--- config.mk ---
export PLATFORM = sky130hd
export DESIGN_NAME = alu_core_8
export DESIGN_NICKNAME = d
export VERILOG_FILES = /design/src/rtl/alu_pkg.sv /design/src/rtl/alu_comb.sv /design/src/rtl/alu_core_8.sv
export SDC_FILE = /design/constraint.sdc
export NUM_CORES = 1
export LEC_CHECK = 0
export ABC_AREA = 0
export BUFFER_PORTS_ARGS = -buffer_cell sky130_fd_sc_hd__buf_2
export CAP_MARGIN = 20
export CORE_MARGIN = 5
export CORE_UTILIZATION = 25
export CTS_BUF_LIST = sky130_fd_sc_hd__clkbuf_16
export CTS_CLUSTER_DIAMETER = 80
export DETAILED_ROUTE_END_ITERATION = 7
export SLEW_MARGIN = 20
export SYNTH_ARGS = -nofsm -noshare
export SYNTH_HDL_FRONTEND = slang
export SYNTH_SLANG_ARGS = --single-unit
--- constraint.sdc ---
create_clock -name CLK -period 2.58 [get_ports CLK]
set_input_delay 0.258 -clock CLK [delete_from_list [all_inputs] [get_ports CLK]]
set_output_delay 0.258 -clock CLK [all_outputs]
set_load 0.05 [all_outputs]
--- src/rtl/alu_pkg.sv ---
// ============================================================================
// Module : alu_pkg
// Brief  : Shared mode, selector and carry constants for the 74181-style ALU.
// Rev    : 1.0  initial release
// ============================================================================
`default_nettype none

package alu_pkg;

  localparam logic LOGICFUNC = 1'b1;
  localparam logic ARITHOP   = 1'b0;

  localparam logic CARRY_ON  = 1'b1;
  localparam logic CARRY_OFF = 1'b0;

  // Logic-mode selector codes (Mode = LOGICFUNC)
  localparam logic [3:0] LOGIC_NOT_A     = 4'h0;
  localparam logic [3:0] LOGIC_NOR       = 4'h1;
  localparam logic [3:0] LOGIC_NOTA_AND_B = 4'h2;
  localparam logic [3:0] LOGIC_ZERO      = 4'h3;
  localparam logic [3:0] LOGIC_NAND      = 4'h4;
  localparam logic [3:0] LOGIC_NOT_B     = 4'h5;
  localparam logic [3:0] LOGIC_XOR       = 4'h6;
  localparam logic [3:0] LOGIC_A_ANDN_B  = 4'h7;
  localparam logic [3:0] LOGIC_NOTA_OR_B = 4'h8;
  localparam logic [3:0] LOGIC_XNOR      = 4'h9;
  localparam logic [3:0] LOGIC_B         = 4'hA;
  localparam logic [3:0] LOGIC_AND       = 4'hB;
  localparam logic [3:0] LOGIC_ONES      = 4'hC;
  localparam logic [3:0] LOGIC_A_ORN_B   = 4'hD;
  localparam logic [3:0] LOGIC_OR        = 4'hE;
  localparam logic [3:0] LOGIC_A         = 4'hF;

  // Arithmetic-mode selector codes (Mode = ARITHOP), value before carry-in
  localparam logic [3:0] ARITH_A          = 4'h0;
  localparam logic [3:0] ARITH_A_OR_B     = 4'h1;
  localparam logic [3:0] ARITH_A_ORN_B    = 4'h2;
  localparam logic [3:0] ARITH_ONES       = 4'h3;
  localparam logic [3:0] ARITH_A_PL_ANB   = 4'h4;
  localparam logic [3:0] ARITH_AOB_PL_ANB = 4'h5;
  localparam logic [3:0] ARITH_A_MI_B_MI1 = 4'h6;
  localparam logic [3:0] ARITH_ANB_MI1    = 4'h7;
  localparam logic [3:0] ARITH_A_PL_AB    = 4'h8;
  localparam logic [3:0] ARITH_A_PL_B     = 4'h9;
  localparam logic [3:0] ARITH_AONB_PL_AB = 4'hA;
  localparam logic [3:0] ARITH_AB_MI1     = 4'hB;
  localparam logic [3:0] ARITH_A_PL_A     = 4'hC;
  localparam logic [3:0] ARITH_AOB_PL_A   = 4'hD;
  localparam logic [3:0] ARITH_AONB_PL_A  = 4'hE;
  localparam logic [3:0] ARITH_A_MI1      = 4'hF;

  // Common aliases; INC and SUB rely on CARRY_ON
  localparam logic [3:0] ARITH_INC = ARITH_A;
  localparam logic [3:0] ARITH_ADD = ARITH_A_PL_B;
  localparam logic [3:0] ARITH_SUB = ARITH_A_MI_B_MI1;
  localparam logic [3:0] ARITH_DBL = ARITH_A_PL_A;
  localparam logic [3:0] ARITH_DEC = ARITH_A_MI1;

endpackage

`default_nettype wire

--- src/rtl/alu_comb.sv ---
// ============================================================================
// Module : alu_comb
// Brief  : Combinational 74181-style function generator (X/Y terms, sum, logic).
// Rev    : 1.0  initial release
// ============================================================================
`default_nettype none

module alu_comb
  import alu_pkg::*;
#(
  parameter int WIDTH = 8
) (
  input  logic             mode,
  input  logic [3:0]       sel,
  input  logic [WIDTH-1:0] a,
  input  logic [WIDTH-1:0] b,
  input  logic             carry_in,
  output logic [WIDTH-1:0] result,
  output logic             carry_out
);

  logic [WIDTH-1:0] x_term;
  logic [WIDTH-1:0] y_term;
  logic [WIDTH:0]   sum;

  assign x_term = a | (b & {WIDTH{sel[0]}}) | (~b & {WIDTH{sel[1]}});
  assign y_term = (a & ~b & {WIDTH{sel[2]}}) | (a & b & {WIDTH{sel[3]}});

  assign sum = {1'b0, x_term} + {1'b0, y_term} + {{WIDTH{1'b0}}, carry_in};

  // Logic mode passes carry-in straight through
  always_comb begin
    result    = sum[WIDTH-1:0];
    carry_out = sum[WIDTH];
    if (mode == LOGICFUNC) begin
      result    = ~(x_term ^ y_term);
      carry_out = carry_in;
    end
  end

endmodule

`default_nettype wire

--- src/rtl/alu_core_8.sv ---
// ============================================================================
// Module : alu_core_8
// Brief  : Registered 8-bit ALU; ZeroFlag logic present only when
//          ALU_ZERO_FLAG_EN is defined, otherwise ZeroFlag is tied low.
// Rev    : 1.0  initial release
// ============================================================================
`default_nettype none

module alu_core_8
  import alu_pkg::*;
#(
  parameter int WIDTH = 8
) (
  input  logic             CLK,
  input  logic             RST,
  input  logic             Mode,
  input  logic [3:0]       Selector,
  input  logic [WIDTH-1:0] A,
  input  logic [WIDTH-1:0] B,
  input  logic             CarryIn,
  output logic [WIDTH-1:0] F,
  output logic             CarryOut,
  output logic             ZeroFlag
);

  logic [WIDTH-1:0] next_f;
  logic             next_carry;

  alu_comb #(.WIDTH(WIDTH)) u_alu_comb (
    .mode      (Mode),
    .sel       (Selector),
    .a         (A),
    .b         (B),
    .carry_in  (CarryIn),
    .result    (next_f),
    .carry_out (next_carry)
  );

  always_ff @(posedge CLK) begin
    if (RST) begin
      F        <= '0;
      CarryOut <= CARRY_OFF;
    end else begin
      F        <= next_f;
      CarryOut <= next_carry;
    end
  end

`ifdef ALU_ZERO_FLAG_EN
  // Flag tracks the value being registered, so it never lags F
  always_ff @(posedge CLK) begin
    if (RST) ZeroFlag <= 1'b1;
    else     ZeroFlag <= (next_f == '0);
  end
`else
  assign ZeroFlag = 1'b0;
`endif

endmodule

`default_nettype wire

## Word level (Yosys, flattened, before mapping)

Index checks and enable logic that the tools add are counted.

- Add/sub/neg operators: 2
- Muxes and demuxes: 2
- Bitwise gates (word level): 12

Operators with widths:

| cell | count |
|---|---|
| 8-bit bitwise AND | 6 |
| 8-bit OR | 3 |
| 8-bit inverter | 2 |
| 8-bit by 8-bit adder with 9-bit output | 1 |
| 9-bit by 1-bit adder with 9-bit output | 1 |
| 8-bit 2-to-1 mux | 1 |
| 8-bit XOR | 1 |
| 1-bit 2-to-1 mux | 1 |

- Flip-flop bits (word level): 9
- Input port bits: 24
- Logic and storage cells: 18

## Logic depth before layout (Yosys ltp)

- Depth after elaboration: 7
- Mapped depth: 9
- Mapped depth without buffers: 9

## Cells and area by module

Synthesis repeated with hierarchy kept, for this count alone.

- Cells, all modules: 108
- Area total of the unflattened synthesis: 932.1 um^2

By module, submodules not included:

| module | instances | cells each | area an instance (um^2) | seq. area each (um^2) |
|---|---|---|---|---|
| alu_comb | 1 | 88 | 684.4 | 0.0 |
| alu_core_8 | 1 | 20 | 247.7 | 180.2 |

## Worst setup path before layout

No wires, ideal clock.

- Path type: input-to-reg
- Start: input port Selector[0]
- End: register F[4]
- Library setup time: 0.070 ns
- Arrival: 2.074 ns
- Data required time: 2.510 ns
- Setup slack: 0.436 ns
- Cell stages on the path: 9
- Cells stage by stage: clkbuf_1 > a211o_1 > inv_1 > fa_1 > fa_1 > nand2b_1 > a21bo_2 > a21o_1 > a21oi_1

- Word-level cells in the longest chain between the ends: 6

Ends and longest elaborated chain:

| what | RTL line | RTL |
|---|---|---|
| start: declaration | alu_core_8.sv:17 | `input logic [3:0] Selector,` |
| 8-bit bitwise AND (*) | alu_comb.sv:26 | `assign x_term = a \| (b & {WIDTH{sel[0]}}) \| (~b & {WIDTH{sel[1]}});` |
| 8-bit OR (*) (2 in series) | alu_comb.sv:26 |  |
| 8-bit by 8-bit adder with 9-bit output or 8-bit XOR (tied branches) | alu_comb.sv:29, alu_comb.sv:36 |  |
| 9-bit by 1-bit adder with 9-bit output or 8-bit inverter (tied branches) | alu_comb.sv:29, alu_comb.sv:36 |  |
| 8-bit 2-to-1 mux (*) | alu_comb.sv:35 | `if (mode == LOGICFUNC) begin` |
| end signal: assignment | alu_core_8.sv:44 | `F <= next_f;` |
| end: declaration | alu_core_8.sv:21 | `output logic [WIDTH-1:0] F,` |

Every way passes the cells marked *; elsewhere a longest branch is shown, timed or not.
A chain may end at the register's enable or synchronous reset.

## Worst setup path in the final report

- Start: input port B[0]
- End: register F[6]

- Word-level cells in the longest chain between the ends: 7

Ends and longest elaborated chain:

| what | RTL line | RTL |
|---|---|---|
| start: declaration | alu_core_8.sv:19 | `input logic [WIDTH-1:0] B,` |
| 8-bit inverter | alu_comb.sv:26, alu_comb.sv:27 |  |
| 8-bit bitwise AND (2 in series) | alu_comb.sv:27 | `assign y_term = (a & ~b & {WIDTH{sel[2]}}) \| (a & b & {WIDTH{sel[3]}});` |
| 8-bit OR | alu_comb.sv:27 |  |
| 8-bit by 8-bit adder with 9-bit output (*) | alu_comb.sv:29 | `assign sum = {1'b0, x_term} + {1'b0, y_term} + {{WIDTH{1'b0}}, carry_in};` |
| 9-bit by 1-bit adder with 9-bit output (*) | alu_comb.sv:29 |  |
| 8-bit 2-to-1 mux (*) | alu_comb.sv:35 |  |

Marks and branches as above.

==> results.cfg <==
[critical_path]
cp_top_family = adder cells
worst_path_max_delay_cell = fa_1
arrival_ps = 2160
cp_cell_sequence = buf_2 -> mux2_2 -> nand2_1 -> fa_1 -> fa_1 -> nand2b_1 -> a21oi_1 -> nor4_1 -> nor3_1
cp_max_fo = 3
crit_path_max_incr_delay_ps = 430
critPathRequiredTime_ps = 2720
end_kind = flip-flop
worstSetupPathType = in2reg
cp_num_buf_inv = 1
cpMostUsedCell = fa_1
start_kind = input port
cp.depth = 9

[timing]
fin_crit_sh = 0.7830
min_period_ps = 2020
max_freq_ghz = 0.4950
finalSetupTns_ps = 0
finalSetupViolations = 0
fin_ws_ps = 559.7
hold_viol_final = 0
maxSlewViolCount = 0
rsz0062_at_grt = false

[placement]
dp.final_hpwl_um = 1890
pre_cts_ws_ps = 309.1
placed_area_um2 = 1145
place_congestion = 0.7559
place.port_buffers = 32

[route]
route.detailed.drc = 0
num_vias = 908
wl_um = 2247
drtIter0Drc = 24
wl_per_cell_um = 11.70
avgViaCountPerCell = 4.729
first_pass_iters = 4
ant_nets = 0

[cells_and_area]
fin_area_um2 = 1224
diodes = 0
nNetsFinal = 179
syn_to_final_growth_pct = 29.36
regArea_um2 = 180.2
layout-drive-gt1-share = 0.2778
post-route-util = 0.3342
multi_input_comb_area_um2 = 721.9
fillers = 373

[logic_synthesis]
synth-seq-cells = 9
syn-num-nets = 146
synth_top_area_frac = 0.1905
yosys-top-cells-area = dfxtp_1 19%, ha_1 11%, nor2b_1 11%, a211o_1 7.4%, mux2i_1 7.4%
syn_inst = 112
ys_warn_count = 0
post_synth_num_cell_types = 35
async_flop_share = 0
syn_area_um2 = 945.9
synth_area_leader_cell = dfxtp_1
synth_edf_count = 0
synth.avg_cell_area_um2 = 8.446
postSynth.topFlopCell = dfxtp_1
synth-seq-area-share = 0.1905

[pwr]
comb_power_share = 0.394
seq_power_share = 0.234
p_sw_w = 0.0002347
vdd_ir_drop_max_v = 0.0002531
power_frac_clock = 0.372
swShare = 0.3371
power_density_nw_per_um2 = 568.9
cellLeakagePower_nw = 0.5821
intPower_w = 0.0004615

[worst_hold_path]
hold_depth = 2
hold_class = in2reg

[floorplanning]
die_w_um = 71.51
num_rows = 22
core_um2 = 3661
start_util = 0.2584
io_pins = 34
floorplan.die_area_um2 = 5114
die_h_um = 71.51

[global_route]
grt_pass1_wl_um = 3898
antenna_found_initial = 0
grt_overflow = 0
grt_pass1_vias = 937
track_usage = 0.09167
grt_max_degree = 17

[clock_network]
cts_root_buffer = clkbuf_16
clk_path_buf_depth = 2
cts-hold-fix-buffers = 0
cts_buffers = 3
cts_max_level = 1
post_cts_buffers = 0
path_clk_slew_ps = 40
cts_resized = 0
clock_sink_count = 9
cts_tree = yes

[run]
cap_violations = 0

[outcome]
status = complete, no violations
-- cells in the mapped netlist, types with 3 or more instances --
library cell,count
a211o_1,8
a21oi_1,5
dfxtp_1,9
ha_1,8
inv_1,6
mux2i_1,7
nand2_1,3
nand3_1,3
nor2_1,5
nor2b_1,16
nor3_1,5
nor4bb_1,3
o21ai_0,3
-- worst paths after layout --
| kind | from | to |
|---|---|---|
| worst max-delay path | B[0] | F[6] |
| worst min-delay path | RST | F[2] |
-- power groups by stage --
stage          clock network, W  registers, W  logic (W)
3_5_place_dp                  0      0.000165   0.000276
3_3_place_gp                  0      0.000166   0.000276
2_1_floorplan                 0      0.000235   0.000135
5_1_grt                0.000278      0.000165   0.000302
4_1_cts                0.000266      0.000163   0.000278
6_report               0.000259      0.000163   0.000274
-- placed cells by master (no fill, tap or decap) --
master | netlist | final
a211o_1 | 8 | 8
a211oi_1 | 2 | 2
a21bo_2 | 1 | 1
a21boi_0 | 1 | 1
a21o_1 | 1 | 1
a21oi_1 | 5 | 5
a21oi_2 | 2 | 2
and2_1 | 1 | 1
buf_2 | 2 | 32
clkbuf_16 | 0 | 3
conb_1 | 1 | 1
dfxtp_1 | 9 | 9
fa_1 | 2 | 2
ha_1 | 8 | 8
inv_1 | 6 | 7
mux2_2 | 2 | 2
mux2i_1 | 7 | 7
nand2_1 | 3 | 3
nand2b_1 | 2 | 2
nand3_1 | 3 | 3
nand3b_1 | 2 | 2
nor2_1 | 5 | 5
nor2b_1 | 16 | 16
nor3_1 | 5 | 5
nor3b_1 | 1 | 1
nor4_1 | 1 | 1
nor4bb_1 | 3 | 3
o211ai_1 | 1 | 1
o21ai_0 | 3 | 3
o31a_1 | 1 | 1
o31ai_1 | 1 | 1
or3b_1 | 1 | 1
or4b_1 | 2 | 2
xnor2_1 | 2 | 2
-- sequential cells by signal, indices dropped and copies added, names as in the netlist --
signal / count
CarryOut: 1
F: 8
-- through the flow --
step           std cells  hold slack, ps  total power (W)
4_1_cts              192           366.8        0.0007072
2_1_floorplan        112           454.0        0.0003705
3_5_place_dp         188           600.2        0.0004418
5_1_grt              192           384.2        0.0007452
3_3_place_gp         188           599.4        0.0004411
6_report             192           368.8        0.0006962
-- cells by family after synthesis --
family	share of synthesized area
AOI/OAI and AO/OA	0.2024
xor gates and xnor gates	0.01852
adders and majority gates	0.1482
buffers and inverters	0.04629
DFF	0.1905
muxes	0.09788
other	0.003964
and+or+nand+nor	0.2923
-- final cells by class --
type,count,share of cell area
clock buffers,3,0.06135
clock inverters,1,0.003067
inverters,6,0.01840
multi-input cells,93,0.5900
flip-flops and latches,9,0.1472
well taps,48,0.04908
repair buffers,32,0.1309
-- metal layers --
layer,vias up,share of wire,track usage
li1,467,-,-
met1,420,0.39,0.09099
met2,21,0.54,0.1837
met3,0,0.069,0.02805
met4,0,0,0.01879
met5,-,0,0
(Power assumes the default switching activity.)
